File: config.mk
export PLATFORM = sky130hd
export DESIGN_NAME = key_event_gen
export DESIGN_NICKNAME = d
export VERILOG_FILES = /design/src/rtl/key_event_gen.sv
export SDC_FILE = /design/constraint.sdc
export NUM_CORES = 1
export LEC_CHECK = 0
export ABC_AREA = 1
export CORE_ASPECT_RATIO = 1.5
export CORE_MARGIN = 2
export CORE_UTILIZATION = 40
export DETAILED_ROUTE_END_ITERATION = 8
export PLACE_DENSITY = 0.58
export SYNTH_ARGS = -nofsm -noshare
export SYNTH_HDL_FRONTEND = slang
export SYNTH_SLANG_ARGS = --single-unit
File: constraint.sdc
create_clock -name clk -period 1.65 [get_ports clk]
set_clock_uncertainty 0.1 [all_clocks]
set_input_delay 0.2475 -clock clk [delete_from_list [all_inputs] [get_ports clk]]
set_output_delay 0.2475 -clock clk [all_outputs]
set_load 0.1 [all_outputs]
File: src/rtl/key_event_gen.sv
// Turns raw switches and buttons into one-at-a-time calculator events on a valid/ready port.
// Define KEY_DEBOUNCE_EN to debounce each input group; otherwise the synchronizer feeds events directly.
module key_event_gen #(
    parameter int DEBOUNCE_CYCLES = 4
) (
    input  logic       clk,
    input  logic       rst_n,
    input  logic [9:0] btn,
    input  logic [4:0] opcode,
    input  logic       clr,
    output logic       evt_valid,
    output logic [1:0] evt_type,
    output logic [9:0] evt_data,
    input  logic       evt_ready
);

    localparam logic [0:0] ST_IDLE    = 1'b0;
    localparam logic [0:0] ST_PRESENT = 1'b1;

    localparam logic [1:0] TYPE_NONE  = 2'b00;
    localparam logic [1:0] TYPE_NUM   = 2'b01;
    localparam logic [1:0] TYPE_OP    = 2'b10;
    localparam logic [1:0] TYPE_CLR   = 2'b11;

    // Lowest set bit selects the operator, so overlapping presses resolve deterministically.
    function automatic logic [2:0] encode_op(input logic [4:0] op);
        logic [2:0] code;
        code = 3'd0;
        if (op[0])      code = 3'd1;
        else if (op[1]) code = 3'd2;
        else if (op[2]) code = 3'd3;
        else if (op[3]) code = 3'd4;
        else if (op[4]) code = 3'd5;
        return code;
    endfunction

    // Bit layout of the raw/synchronized/debounced vectors: {clr, opcode, btn}.
    logic [15:0] sync_meta_d, sync_meta_q;
    logic [15:0] sync_d, sync_q;
    logic [15:0] deb_d, deb_q;

    always_comb begin
        sync_meta_d = {clr, opcode, btn};
        sync_d      = sync_meta_q;
    end

    always_ff @(posedge clk or negedge rst_n) begin
        if (!rst_n) begin
            sync_meta_q <= '0;
            sync_q      <= '0;
        end else begin
            sync_meta_q <= sync_meta_d;
            sync_q      <= sync_d;
        end
    end

`ifdef KEY_DEBOUNCE_EN
    localparam int CW = $clog2(DEBOUNCE_CYCLES);
    localparam logic [CW-1:0] CNT_MAX = CW'(DEBOUNCE_CYCLES - 1);

    logic [15:0]   last_d, last_q;
    logic [CW-1:0] cnt_btn_d, cnt_btn_q;
    logic [CW-1:0] cnt_op_d, cnt_op_q;
    logic [CW-1:0] cnt_clr_d, cnt_clr_q;

    // A group is accepted only once its counter has saturated with no change in between.
    always_comb begin
        last_d    = sync_q;
        deb_d     = deb_q;
        cnt_btn_d = cnt_btn_q;
        cnt_op_d  = cnt_op_q;
        cnt_clr_d = cnt_clr_q;

        if (sync_q[9:0] != last_q[9:0])
            cnt_btn_d = '0;
        else if (cnt_btn_q == CNT_MAX)
            deb_d[9:0] = sync_q[9:0];
        else
            cnt_btn_d = cnt_btn_q + 1'b1;

        if (sync_q[14:10] != last_q[14:10])
            cnt_op_d = '0;
        else if (cnt_op_q == CNT_MAX)
            deb_d[14:10] = sync_q[14:10];
        else
            cnt_op_d = cnt_op_q + 1'b1;

        if (sync_q[15] != last_q[15])
            cnt_clr_d = '0;
        else if (cnt_clr_q == CNT_MAX)
            deb_d[15] = sync_q[15];
        else
            cnt_clr_d = cnt_clr_q + 1'b1;
    end

    always_ff @(posedge clk or negedge rst_n) begin
        if (!rst_n) begin
            last_q    <= '0;
            cnt_btn_q <= '0;
            cnt_op_q  <= '0;
            cnt_clr_q <= '0;
        end else begin
            last_q    <= last_d;
            cnt_btn_q <= cnt_btn_d;
            cnt_op_q  <= cnt_op_d;
            cnt_clr_q <= cnt_clr_d;
        end
    end
`else
    always_comb begin
        deb_d = sync_q;
    end
`endif

    always_ff @(posedge clk or negedge rst_n) begin
        if (!rst_n) deb_q <= '0;
        else        deb_q <= deb_d;
    end

    logic [9:0] committed_d, committed_q;
    logic [4:0] op_prev_d, op_prev_q;
    logic       clr_prev_d, clr_prev_q;
    logic [2:0] op_code_d, op_code_q;
    logic       num_new, op_new, clr_new;

    always_comb begin
        committed_d = deb_q[9:0];
        op_prev_d   = deb_q[14:10];
        clr_prev_d  = deb_q[15];
        num_new     = (deb_q[9:0] != committed_q);
        op_new      = (op_prev_q == 5'd0) && (deb_q[14:10] != 5'd0);
        clr_new     = deb_q[15] && !clr_prev_q;
        op_code_d   = op_new ? encode_op(deb_q[14:10]) : op_code_q;
    end

    logic [0:0] state_d, state_q;
    logic [1:0] evt_type_d, evt_type_q;
    logic [9:0] evt_data_d, evt_data_q;
    logic       pend_num_d, pend_num_q;
    logic       pend_op_d, pend_op_q;
    logic       pend_clr_d, pend_clr_q;
    logic       load, take_num, take_op, take_clr, any_pend;

    always_comb begin
        state_d    = state_q;
        evt_type_d = evt_type_q;
        evt_data_d = evt_data_q;
        load       = 1'b0;
        take_num   = 1'b0;
        take_op    = 1'b0;
        take_clr   = 1'b0;
        any_pend   = pend_clr_q | pend_op_q | pend_num_q;

        case (state_q)
            ST_IDLE: begin
                if (any_pend) load = 1'b1;
            end
            default: begin
                if (evt_ready) begin
                    if (any_pend) begin
                        load = 1'b1;
                    end else begin
                        state_d    = ST_IDLE;
                        evt_type_d = TYPE_NONE;
                        evt_data_d = '0;
                    end
                end
            end
        endcase

        if (load) begin
            state_d = ST_PRESENT;
            if (pend_clr_q) begin
                take_clr   = 1'b1;
                evt_type_d = TYPE_CLR;
                evt_data_d = '0;
            end else if (pend_op_q) begin
                take_op    = 1'b1;
                evt_type_d = TYPE_OP;
                evt_data_d = {7'd0, op_code_q};
            end else begin
                take_num   = 1'b1;
                evt_type_d = TYPE_NUM;
                evt_data_d = committed_q;
            end
        end

        // A fresh detection wins over the clear-on-load, so an update racing a load is not lost.
        pend_clr_d = clr_new | (pend_clr_q & ~take_clr);
        pend_op_d  = ~clr_new & (op_new | (pend_op_q & ~take_op));
        pend_num_d = ~clr_new & (num_new | (pend_num_q & ~take_num));
    end

    always_ff @(posedge clk or negedge rst_n) begin
        if (!rst_n) begin
            committed_q <= '0;
            op_prev_q   <= '0;
            clr_prev_q  <= 1'b0;
            op_code_q   <= '0;
            state_q     <= ST_IDLE;
            evt_type_q  <= TYPE_NONE;
            evt_data_q  <= '0;
            pend_num_q  <= 1'b0;
            pend_op_q   <= 1'b0;
            pend_clr_q  <= 1'b0;
        end else begin
            committed_q <= committed_d;
            op_prev_q   <= op_prev_d;
            clr_prev_q  <= clr_prev_d;
            op_code_q   <= op_code_d;
            state_q     <= state_d;
            evt_type_q  <= evt_type_d;
            evt_data_q  <= evt_data_d;
            pend_num_q  <= pend_num_d;
            pend_op_q   <= pend_op_d;
            pend_clr_q  <= pend_clr_d;
        end
    end

    assign evt_valid = (state_q == ST_PRESENT);
    assign evt_type  = evt_type_q;
    assign evt_data  = evt_data_q;

endmodule

Word level (Yosys, flattened, before mapping)

Cells that the tools add are included.

Reductions and logical operators: 8
Equal/unequal tests: 2
Bitwise logic cells: 14
Multiplexer cells: 31

Operators with widths:

| cell                 | number |
|---|---|
| $mux W10             | 6 |
| $mux W3              | 5 |
| $mux W1              | 14 |
| $mux W2              | 6 |
| $ne A10 B10 Y1       | 1 |
| $and A1 B1 Y1        | 5 |
| $logic_not A5 Y1     | 1 |
| $or A1 B1 Y1         | 5 |
| $reduce_bool A5 Y1   | 1 |
| $not A1 Y1           | 4 |
| $reduce_bool A2 Y1   | 2 |
| $reduce_and A3 Y1    | 1 |
| $logic_and A1 B1 Y1  | 2 |
| $ne A2 B2 Y1 const B | 1 |
| $logic_not A1 Y1     | 1 |

Output and inout port bits: 13
Register bits after elaboration: 83
Input bits: 19
Word-level logic and storage cells: 68

Longest topological paths before layout

Gate-level depths: netlist of the first run.

Depth in word-level cells: 10
Mapped depth: 9

Least setup slack after synthesis of the first run

Ideal clock, no wire load.

Path kind: register to register
Start: reg state_q (netlist: evt_valid)
End: reg pend_num_q
Stages on the path, launching flop included: 9
Setup slack: -0.197 ns
Arrival: 1.684 ns
Setup time: 0.062 ns
Clock period less this slack: 1.847 ns
Required time: 1.488 ns
Cells stage by stage: dfrtp_1 inv_1 nor2_4 nor2_8 nand2_4 nand2_1 nand3_1 nand2_1 inv_1

Word-level cells in the longest chain between the ends: 6

Ends and longest elaborated chain:

| element                | RTL line | source |
|---|---|---|
| from (decl)            | 136      | `logic [0:0] state_d, state_q;` |
| from (signal assigned) | 211      | `state_q <= state_d;` |
| $mux W1                | 154      | `case (state_q)` |
| $mux W1                | 171      | `if (load) begin` |
| $not A1 Y1             | 191      | `pend_num_d = ~clr_new & (num_new \| (pend_num_q & ~take_num));` |
| $and A1 B1 Y1          | 191      |  |
| $or A1 B1 Y1           | 191      |  |
| $and A1 B1 Y1          | 191      |  |
| net pend_num_d         | 139      | `logic pend_num_d, pend_num_q;` |
| to (signal assigned)   | 214      | `pend_num_q <= pend_num_d;` |
| to (decl)              | 139      |  |

The timed path passes the listed nets, and every way through them passes these cells.
A chain may end at the register's enable or synchronous reset.

Worst setup path after layout of the first run

Ends and elaborated chain as after synthesis.

==> results.sh, run 1 <==
export IMPL_cts_sinks=83
export IMPL_wl_mm=3.59
export IMPL_fp_dieW_um=71.0
export IMPL_worstMarginPinSlew_ps=391
export IMPL_period_minus_slack_ps=1330
export IMPL_die_area_mm2=0.00741
export IMPL_gp_congestion=0.731
export IMPL_ant_nets=0
export IMPL_relSlewSlack_pct=73.9
export IMPL_syn_area_per_cell_um2=13.3
export IMPL_hp_class="input pin to register"
export IMPL_cts_htree_levels=3
export IMPL_ys_seq_area_share_pct=77.2
export IMPL_start_util_pct=41.5
export IMPL_switching_power_mw=1.20
export IMPL_fin_hold_ws_ps=245
export IMPL_dp_hpwl_mm=2.61
export IMPL_cts_buffers=9
export IMPL_cts_root_buf="clkbuf_8"
export IMPL_start_kind="register"
export IMPL_slew_viol_final=0
export IMPL_io_pins=32
export IMPL_power_frac_clock_pct=30.1
export IMPL_status="complete, no violations"
export IMPL_cp_max_fo=9
export IMPL_final_hold_violation_count=0
export IMPL_critPathKind="register to register"
export IMPL_wire_per_inst_um=10.9
export IMPL_fin_nets=268
export IMPL_ir_worst_vdd_v=0.000710
export IMPL_setup_viol=0
export IMPL_p_leak_nw=1.62
export IMPL_p_seq_share_pct=52.9
export IMPL_synth_top_area_share_pct=77.2
export IMPL_whs_path_depth=1
export IMPL_first_iter_violations=71
export IMPL_grt_pass1_vias=1504
export IMPL_reg2reg_depth=8
export IMPL_synth_area_leaders="dfrtp_1 (77%), inv_1 (4.6%), nand2_1 (3.5%), o21ai_2 (2.0%), nand3_1 (1.9%)"
export IMPL_fin_crit_sh_pct=80.4
export IMPL_vias_per_cell=4.33
export IMPL_ctsLongestPathBuffers=2
export IMPL_syn_area_mm2=0.00269
export IMPL_clk_transition_reported_paths_ps=80
export IMPL_synth_seq_cells=83
export IMPL_tns_ps=0
export IMPL_numPortBuffers=31
export IMPL_std_cell_rows=36
export IMPL_rsz0062_at_grt="false"
export IMPL_grtUsageTotal_pct=11.6
export IMPL_postCtsSetupBuffers=0
export IMPL_diodes=0
export IMPL_synth_top_area_cell="dfrtp_1"
export IMPL_antenna_found_initial=0
export IMPL_max_cap_violations=0
export IMPL_end_kind="register"
export IMPL_cts_tree="yes"
export IMPL_synth_fp_nets=221
export IMPL_cts_resized=0
export IMPL_clk_latency_ps=330
export IMPL_route_vias_total=1430
export IMPL_p_int_mw=3.06
export IMPL_die_y_um=104
export IMPL_drive_above_1_share_pct=20.9
export IMPL_core_area_mm2=0.00649
export IMPL_comb_power_share_pct=17.0
export IMPL_ys_types=22
export IMPL_p_sw_share_pct=28.2
export IMPL_crit_required_ps=1790
export IMPL_drcViolationCount=0
export IMPL_cp_arrival_ps=1460
export IMPL_yosys_warnings=0
export IMPL_drtPass1Iterations=4
export IMPL_grt_max_degree=32
export IMPL_overflow=0
export IMPL_grt_pass1_wl_mm=6.64
export IMPL_area_delta_synth_final_pct=28.4
export IMPL_max_freq_ghz=0.754
export IMPL_powerDensity_mw_per_mm2=1230
export IMPL_postCtsHoldBufs=1
export IMPL_synthCells=202
## synth_stat cells, drive strengths merged
master	n
buf	1
or2	3
a31oi	1
o21ai	13
nand2	27
xnor2	4
inv	35
nor3	1
nor2	13
nand3	10
o211ai	1
a21oi	4
o22ai	5
dfrtp	83
o21a	1
## power groups by stage
stage	combinational, mW	clock (mW)	sequential [mW]
after global routing	0.780	1.42	2.28
after detailed placement	0.734	0	2.30
after global placement	0.728	0	2.29
after floorplan	0.161	0	2.55
final	0.726	1.28	2.26
after CTS	0.736	1.33	2.26
## area by class of cell
cell class | instances | area, um2
well taps | 76 | 95.1
clock inverters | 4 | 25.0
multi-input cells | 83 | 472
clock buffers | 12 | 155
fillers | 559 | 3030
flip-flops and latches | 83 | 2080
inverters | 35 | 131
repair buffers | 37 | 498
## worst paths after layout
path / start / to / slack [ps]
setup / recovery: evt_valid / pend_num_q / 320
hold / removal: btn[6] / sync_d[6] / 250
min in group asynchronous: rst_n / op_code_q[2] / 300
max in group asynchronous: rst_n / deb_d[12] / 650
setup reg to reg: evt_valid / pend_num_q / 320
hold reg to reg: deb_d[13] / deb_q[13] / 250
## logic make-up (layout without fill, tap and decap cells)
| logic type | after synthesis | count (layout) | synth area share (%) |
|---|---|---|---|
| AO/OA/AOI/OAI | 25 | 25 | 6.09 |
| XOR/XNOR | 4 | 4 | 1.30 |
| buffers and inverters | 36 | 88 | 5.30 |
| flip-flops | 83 | 83 | 77.2 |
| AND/OR/NAND/NOR | 54 | 54 | 10.1 |
## registers in the layout, indices dropped and copies added (netlist names), 2 cells and up
| signal | cells |
|---|---|
| op_prev_q | 5 |
| op_code_q | 3 |
| evt_type | 2 |
| committed_q | 10 |
| deb_d | 16 |
| sync_d | 16 |
| deb_q | 16 |
| evt_data | 10 |
## per-layer routing
| metal | vias to the layer above | wire length, um | part of all wire, % | track usage [%] |
|---|---|---|---|---|
| li1 | 723 | - | - | - |
| met1 | 672 | 1520 | 42 | 14.2 |
| met2 | 27 | 1860 | 52 | 18.2 |
| met3 | 8 | 137 | 3.8 | 2.71 |
| met4 | 0 | 80 | 2.2 | 7.28 |
| met5 | - | 0 | 0 | 0 |
## per-stage QoR
stage | instances | setup WS (ps) | utilization, % | total power, mW | instance area [um2]
2_1_floorplan | 202 | 117 | - | 2.71 | 2690
3_3_place_gp | 313 | 149 | 50.3 | 3.02 | 3260
3_5_place_dp | 313 | 115 | 50.3 | 3.03 | 3260
4_1_cts | 330 | 311 | 53.3 | 4.32 | 3450
5_1_grt | 330 | 170 | 53.3 | 4.48 | 3450
6_report | 330 | 323 | 53.3 | 4.26 | 3450
## layout by cell type (no fill, tap or decap), drive strengths merged
| master | instances |
|---|---|
| dfrtp | 83 |
| inv | 35 |
| nand2 | 27 |
| buf | 19 |
| clkdlybuf4s50 | 17 |
| nor2 | 13 |
| o21ai | 13 |
| clkbuf | 12 |
| nand3 | 10 |
| o22ai | 5 |
| xnor2 | 4 |
| a21oi | 4 |
| or2 | 3 |
| clkinvlp | 2 |
| clkinv | 2 |
| nor3 | 1 |
| o21a | 1 |
| o211ai | 1 |
| a31oi | 1 |
| dlygate4sd3 | 1 |
## critical path, cell delays in order (launching register included)
cell and delay [ps]:
dfrtp_2 430, inv_1 130, nor2_4 80, nor2_8 170, nand2_4 70, nand2_1 70, nand3_1 80, nand2_1 60
inv_1 40
Power figures use the tool's default switching activity.
==> run 2, diff against run 1 <==
clock period = 1.4 ns   (was 1.65 ns; I/O delays follow)
==> run 2 against run 1 <==
Compared with the run above: sequential power grew 18%; clock power grew 39%; design area grew 2.2%; global-route usage grew 0.12 points; largest power group unchanged.
==> results.sh, run 2 (same netlist as run 1, synthesis figures left out) <==
export IMPL_status="complete, no violations"
export IMPL_powerDensity_mw_per_mm2=1510
export IMPL_cts_sinks=83
export IMPL_worstMarginPinSlew_ps=311
export IMPL_p_seq_share_pct=50.0
export IMPL_cp_max_fo=8
export IMPL_rsz0062_at_grt="false"
export IMPL_design_area_mm2=0.00353
export IMPL_grt_pass1_vias=1465
export IMPL_dp_hpwl_mm=2.46
export IMPL_multi_input_area_um2=484
export IMPL_n_fill_cell=572
export IMPL_crit_required_ps=1570
export IMPL_critPathKind="register to register"
export IMPL_end_kind="register"
export IMPL_placed_area_mm2=0.00330
export IMPL_regToRegSetupSlack_ps=60
export IMPL_grt_max_degree=37
export IMPL_final_hold_violation_count=0
export IMPL_drcViolationCount=0
export IMPL_top_layer="met4"
export IMPL_wl_mm=3.59
export IMPL_p_sw_share_pct=26.4
export IMPL_start_kind="register"
export IMPL_reg2reg_to="evt_data[9]"
export IMPL_cts_htree_levels=3
export IMPL_cts_root_buf="clkbuf_8"
export IMPL_max_cap_violations=0
export IMPL_std_cell_rows=36
export IMPL_mostFrequentLayoutCells="dfrtp_1 (82), inv_1 (32), nand2_1 (25), clkdlybuf4s50_1 (17), buf_12 (15)"
export IMPL_die_y_um=104
export IMPL_fp_dieW_um=71.0
export IMPL_setup_ws_ps=62.0
export IMPL_gp_congestion=0.752
export IMPL_ctsLongestPathBuffers=2
export IMPL_grtUsageTotal_pct=11.7
export IMPL_setup_viol=0
export IMPL_clk_transition_reported_paths_ps=70
export IMPL_crit_start="pend_clr_q"
export IMPL_numPortBuffers=31
export IMPL_die_area_mm2=0.00741
export IMPL_start_util_pct=41.5
export IMPL_p_leak_nw=1.65
export IMPL_route_layer_met1_wl_mm=1.57
export IMPL_fin_hold_ws_ps=197
export IMPL_area_delta_synth_final_pct=31.1
export IMPL_first_iter_violations=47
export IMPL_tns_ps=0
export IMPL_finalNonFillerCells=330
export IMPL_ant_nets=0
export IMPL_ir_worst_vdd_v=0.000919
export IMPL_grt_pass1_wl_mm=6.58
export IMPL_wire_per_inst_um=10.9
export IMPL_cts_buffers=9
export IMPL_route_vias_total=1422
export IMPL_io_pins=32
export IMPL_comb_power_share_pct=16.5
export IMPL_regArea_mm2=0.00208
export IMPL_final_util_pct=54.4
export IMPL_final_common_cell="dfrtp_1"
export IMPL_p_int_mw=3.91
export IMPL_cts_tree="yes"
export IMPL_clk_latency_ps=340
export IMPL_switching_power_mw=1.41
export IMPL_wl_met2_mm=1.73
export IMPL_relSlewSlack_pct=79.3
export IMPL_core_area_mm2=0.00649
export IMPL_dpl_cell_count=315
export IMPL_period_minus_slack_ps=1340
export IMPL_drtPass1Iterations=4
export IMPL_hp_class="input pin to async pin"
export IMPL_vias_per_cell=4.31
export IMPL_dpl_worst_slack_ps=-56.5
export IMPL_power_frac_clock_pct=33.5
export IMPL_max_freq_ghz=0.747
export IMPL_reg2reg_depth=6
export IMPL_reg2reg_from="pend_clr_q"
export IMPL_fin_crit_sh_pct=95.6
export IMPL_power_mw=5.32
export IMPL_slew_viol_final=0
export IMPL_cp_arrival_ps=1500
export IMPL_fin_nets=271
export IMPL_routed_wl_met3_um=174
export IMPL_overflow=0
export IMPL_antenna_found_initial=0
export IMPL_drive_above_1_share_pct=22.4
export IMPL_diodes=0
==> run 2: metal layers <==
layer	global-route usage (%)	up-vias
met5	0	-
met4	7.28	0
met3	4.36	9
met2	16.6	31
met1	15.1	666
li1	-	716
==> run 2: what timing repair did <==
action | CTS | global route
endpoints found under the setup margin | 0 | 6
hold endpoints to repair | 83 | 0
hold buffers | 1 | 0
buffers inserted | 0 | 1
resized for setup | 0 | 4
==> run 2: final cells by class <==
cell class	count	area share (%)
timing repair buffer	40	15.1
sequential	83	59.0
clock inverter	3	1.84
clock buffer	10	3.90
multi-input combinational	83	13.7
inverter	35	3.79
tap	76	2.69
==> run 2: how the worst max path moves through the flow <==
| stage | endpoint | slack [ps] |
|---|---|---|
| 3_3_place_gp | pend_num_q | -60 |
| 2_1_floorplan | pend_num_q | 4 |
| 4_1_cts | op_code_q[1] | 20 |
| 3_5_place_dp | pend_num_q | -60 |
| 6_report | evt_data[9] | 60 |
| 5_1_grt | op_code_q[1] | 0.7 |
==> run 2: power groups by stage <==
stage          Sequential [mW]  Combinational [mW]  Clock [mW]
5_1_grt                   2.68               0.936        1.95
3_5_place_dp              2.71               0.882           0
6_report                  2.66               0.877        1.78
2_1_floorplan             3.00               0.190           0
4_1_cts                   2.66               0.886        1.83
3_3_place_gp              2.70               0.876           0
==> run 2: critical path, cell delays in order (launching register included) <==
cell and delay, ps:
dfrtp_1 380, inv_2 110, nand2_4 90, nor2_4 180, a21oi_2 90, buf_4 170
o21ai_0 150
==> run 3, diff against run 2 <==
CTS_CLUSTER_SIZE = 25   (was unset)
SETUP_SLACK_MARGIN = 0.15   (was unset)
==> run 3 against run 2 <==
Compared with the run above: core utilization rose by 0.95 points; power decreased by 6.8%; clock power down 23%; flip-flop and latch count did not move; maximum frequency increased by 1.1%; via count rose by 4.6%.
==> results.sh, run 3 (same netlist as run 1, synthesis figures left out) <==
export IMPL_cp_max_fo=2
export IMPL_wire_per_inst_um=10.6
export IMPL_critPathKind="register to output port"
export IMPL_crit_cells=1
export IMPL_fin_hold_ws_ps=214
export IMPL_relSlewSlack_pct=79.8
export IMPL_min_delay_start="clr"
export IMPL_crit_required_ps=1090
export IMPL_cp_top_family="flip-flops"
export IMPL_final_common_cell="dfrtp_1"
export IMPL_diodes=0
export IMPL_worstMarginPinSlew_ps=303
export IMPL_grt_pass1_wl_mm=6.18
export IMPL_route_vias_total=1488
export IMPL_cts_sinks=83
export IMPL_setup_viol=0
export IMPL_dpl_cell_count=315
export IMPL_cp_buffers_inverters=1
export IMPL_first_iter_violations=48
export IMPL_drive_above_1_share_pct=31.0
export IMPL_gp_congestion=0.742
export IMPL_crit_slowest_cell="dfrtp_4"
export IMPL_mostFrequentLayoutCells="dfrtp_1 (74), inv_1 (32), nand2_1 (25), clkdlybuf4s50_1 (17), buf_12 (14)"
export IMPL_slowest_delay_ps=510
export IMPL_ant_nets=0
export IMPL_fp_dieW_um=71.0
export IMPL_ctsLongestPathBuffers=2
export IMPL_cts_root_buf="clkbuf_8"
export IMPL_end_kind="output port"
export IMPL_fin_nets=276
export IMPL_cts_tree="yes"
export IMPL_max_freq_ghz=0.756
export IMPL_std_cell_rows=36
export IMPL_placed_area_mm2=0.00329
export IMPL_tns_ps=0
export IMPL_whs_path_depth=1
export IMPL_die_area_mm2=0.00741
export IMPL_area_delta_synth_final_pct=33.4
export IMPL_path_cells="buf_12"
export IMPL_finalNonFillerCells=337
export IMPL_design_area_mm2=0.00359
export IMPL_crit_start="evt_valid"
export IMPL_grt_pass1_vias=1443
export IMPL_fin_crit_sh_pct=94.5
export IMPL_cts_buffers=9
export IMPL_cts_htree_levels=3
export IMPL_slew_viol_final=0
export IMPL_dp_hpwl_mm=2.56
export IMPL_grtUsageTotal_pct=10.9
export IMPL_overflow=0
export IMPL_drtPass1Iterations=4
export IMPL_period_minus_slack_ps=1320
export IMPL_numPortBuffers=31
export IMPL_final_hold_violation_count=0
export IMPL_clk_transition_reported_paths_ps=70
export IMPL_wl_mm=3.57
export IMPL_power_mw=4.96
export IMPL_n_fill_cell=547
export IMPL_reg2reg_from="evt_valid"
export IMPL_grt_max_degree=28
export IMPL_hp_class="input pin to register"
export IMPL_status="complete, no violations"
export IMPL_cp_arrival_ps=1010
export IMPL_die_y_um=104
export IMPL_antenna_found_initial=0
export IMPL_powerDensity_mw_per_mm2=1380
export IMPL_clk_latency_ps=330
export IMPL_rsz0062_at_grt="true"
export IMPL_start_kind="register"
export IMPL_start_util_pct=41.5
export IMPL_p_leak_nw=1.66
export IMPL_core_area_mm2=0.00649
export IMPL_vias_per_cell=4.42
export IMPL_drcViolationCount=0
export IMPL_reg2reg_depth=8
export IMPL_ir_worst_vdd_v=0.000755
export IMPL_io_pins=32
export IMPL_max_cap_violations=0
[run 3: cell count changes in the layout (fill, tap and decap cells not counted), moves of 3 or more]
| cell | delta |
|---|---|
| o22ai_2 | +4 |
| nand3_2 | +4 |
| dfrtp_1 | -8 |
| buf_4 | +3 |
| dfrtp_2 | +8 |
| buf_6 | +3 |
| o22ai_1 | -4 |
| nand3_1 | -4 |
[run 3: through the flow]
stage | setup slack, ps | util, %
after floorplan | 27.2 | -
after global placement | -38.8 | 50.8
after detailed placement | -56.3 | 50.8
after CTS | 56.1 | 54.6
after global routing | 47.1 | 55.4
final | 77.1 | 55.4
[run 3: final cells by class]
class                           count  area [um2]  area share [%]
Sequential cell                    83        2090            58.2
Timing Repair Buffer               45         569            15.9
Multi-Input combinational cell     83         543            15.1
Inverter                           35         134            3.73
Clock buffer                       10         128            3.55
Tap cell                           76        95.1            2.65
Clock inverter                      5        31.3           0.871
[run 3: timing repair]
action | CTS | global route
pin swaps | 4 | 3
hold endpoints to repair | 69 | 0
hold buffers | 1 | 0
gates resized for setup | 12 | 8
setup endpoints to repair | 29 | 30
buffers inserted | 3 | 3
[run 3: power by group]
group          total (mW)  leakage (nW)  internal [mW]  switching (mW)
Sequential           2.67         0.970           2.57           0.104
Combinational       0.917         0.606          0.357           0.561
Clock                1.37        0.0819          0.627           0.742
Total                4.96          1.66           3.55            1.41
[run 3: per-layer routing]
layer | wire length (um) | track usage, %
met1 | 1460 | 13.2
met2 | 1890 | 17.4
met3 | 146 | 3.49
met4 | 75 | 5.66
met5 | 0 | 0
[run 3: worst paths after layout]
path | endpoint | slack (ps)
worst max-delay path | evt_valid | 80
worst min-delay path | sync_d[15] | 210
worst max register to register | pend_num_q | 140
worst min register to register | deb_q[8] | 250
max in group asynchronous | op_code_q[1] | 500
min in group asynchronous | sync_d[11] | 220
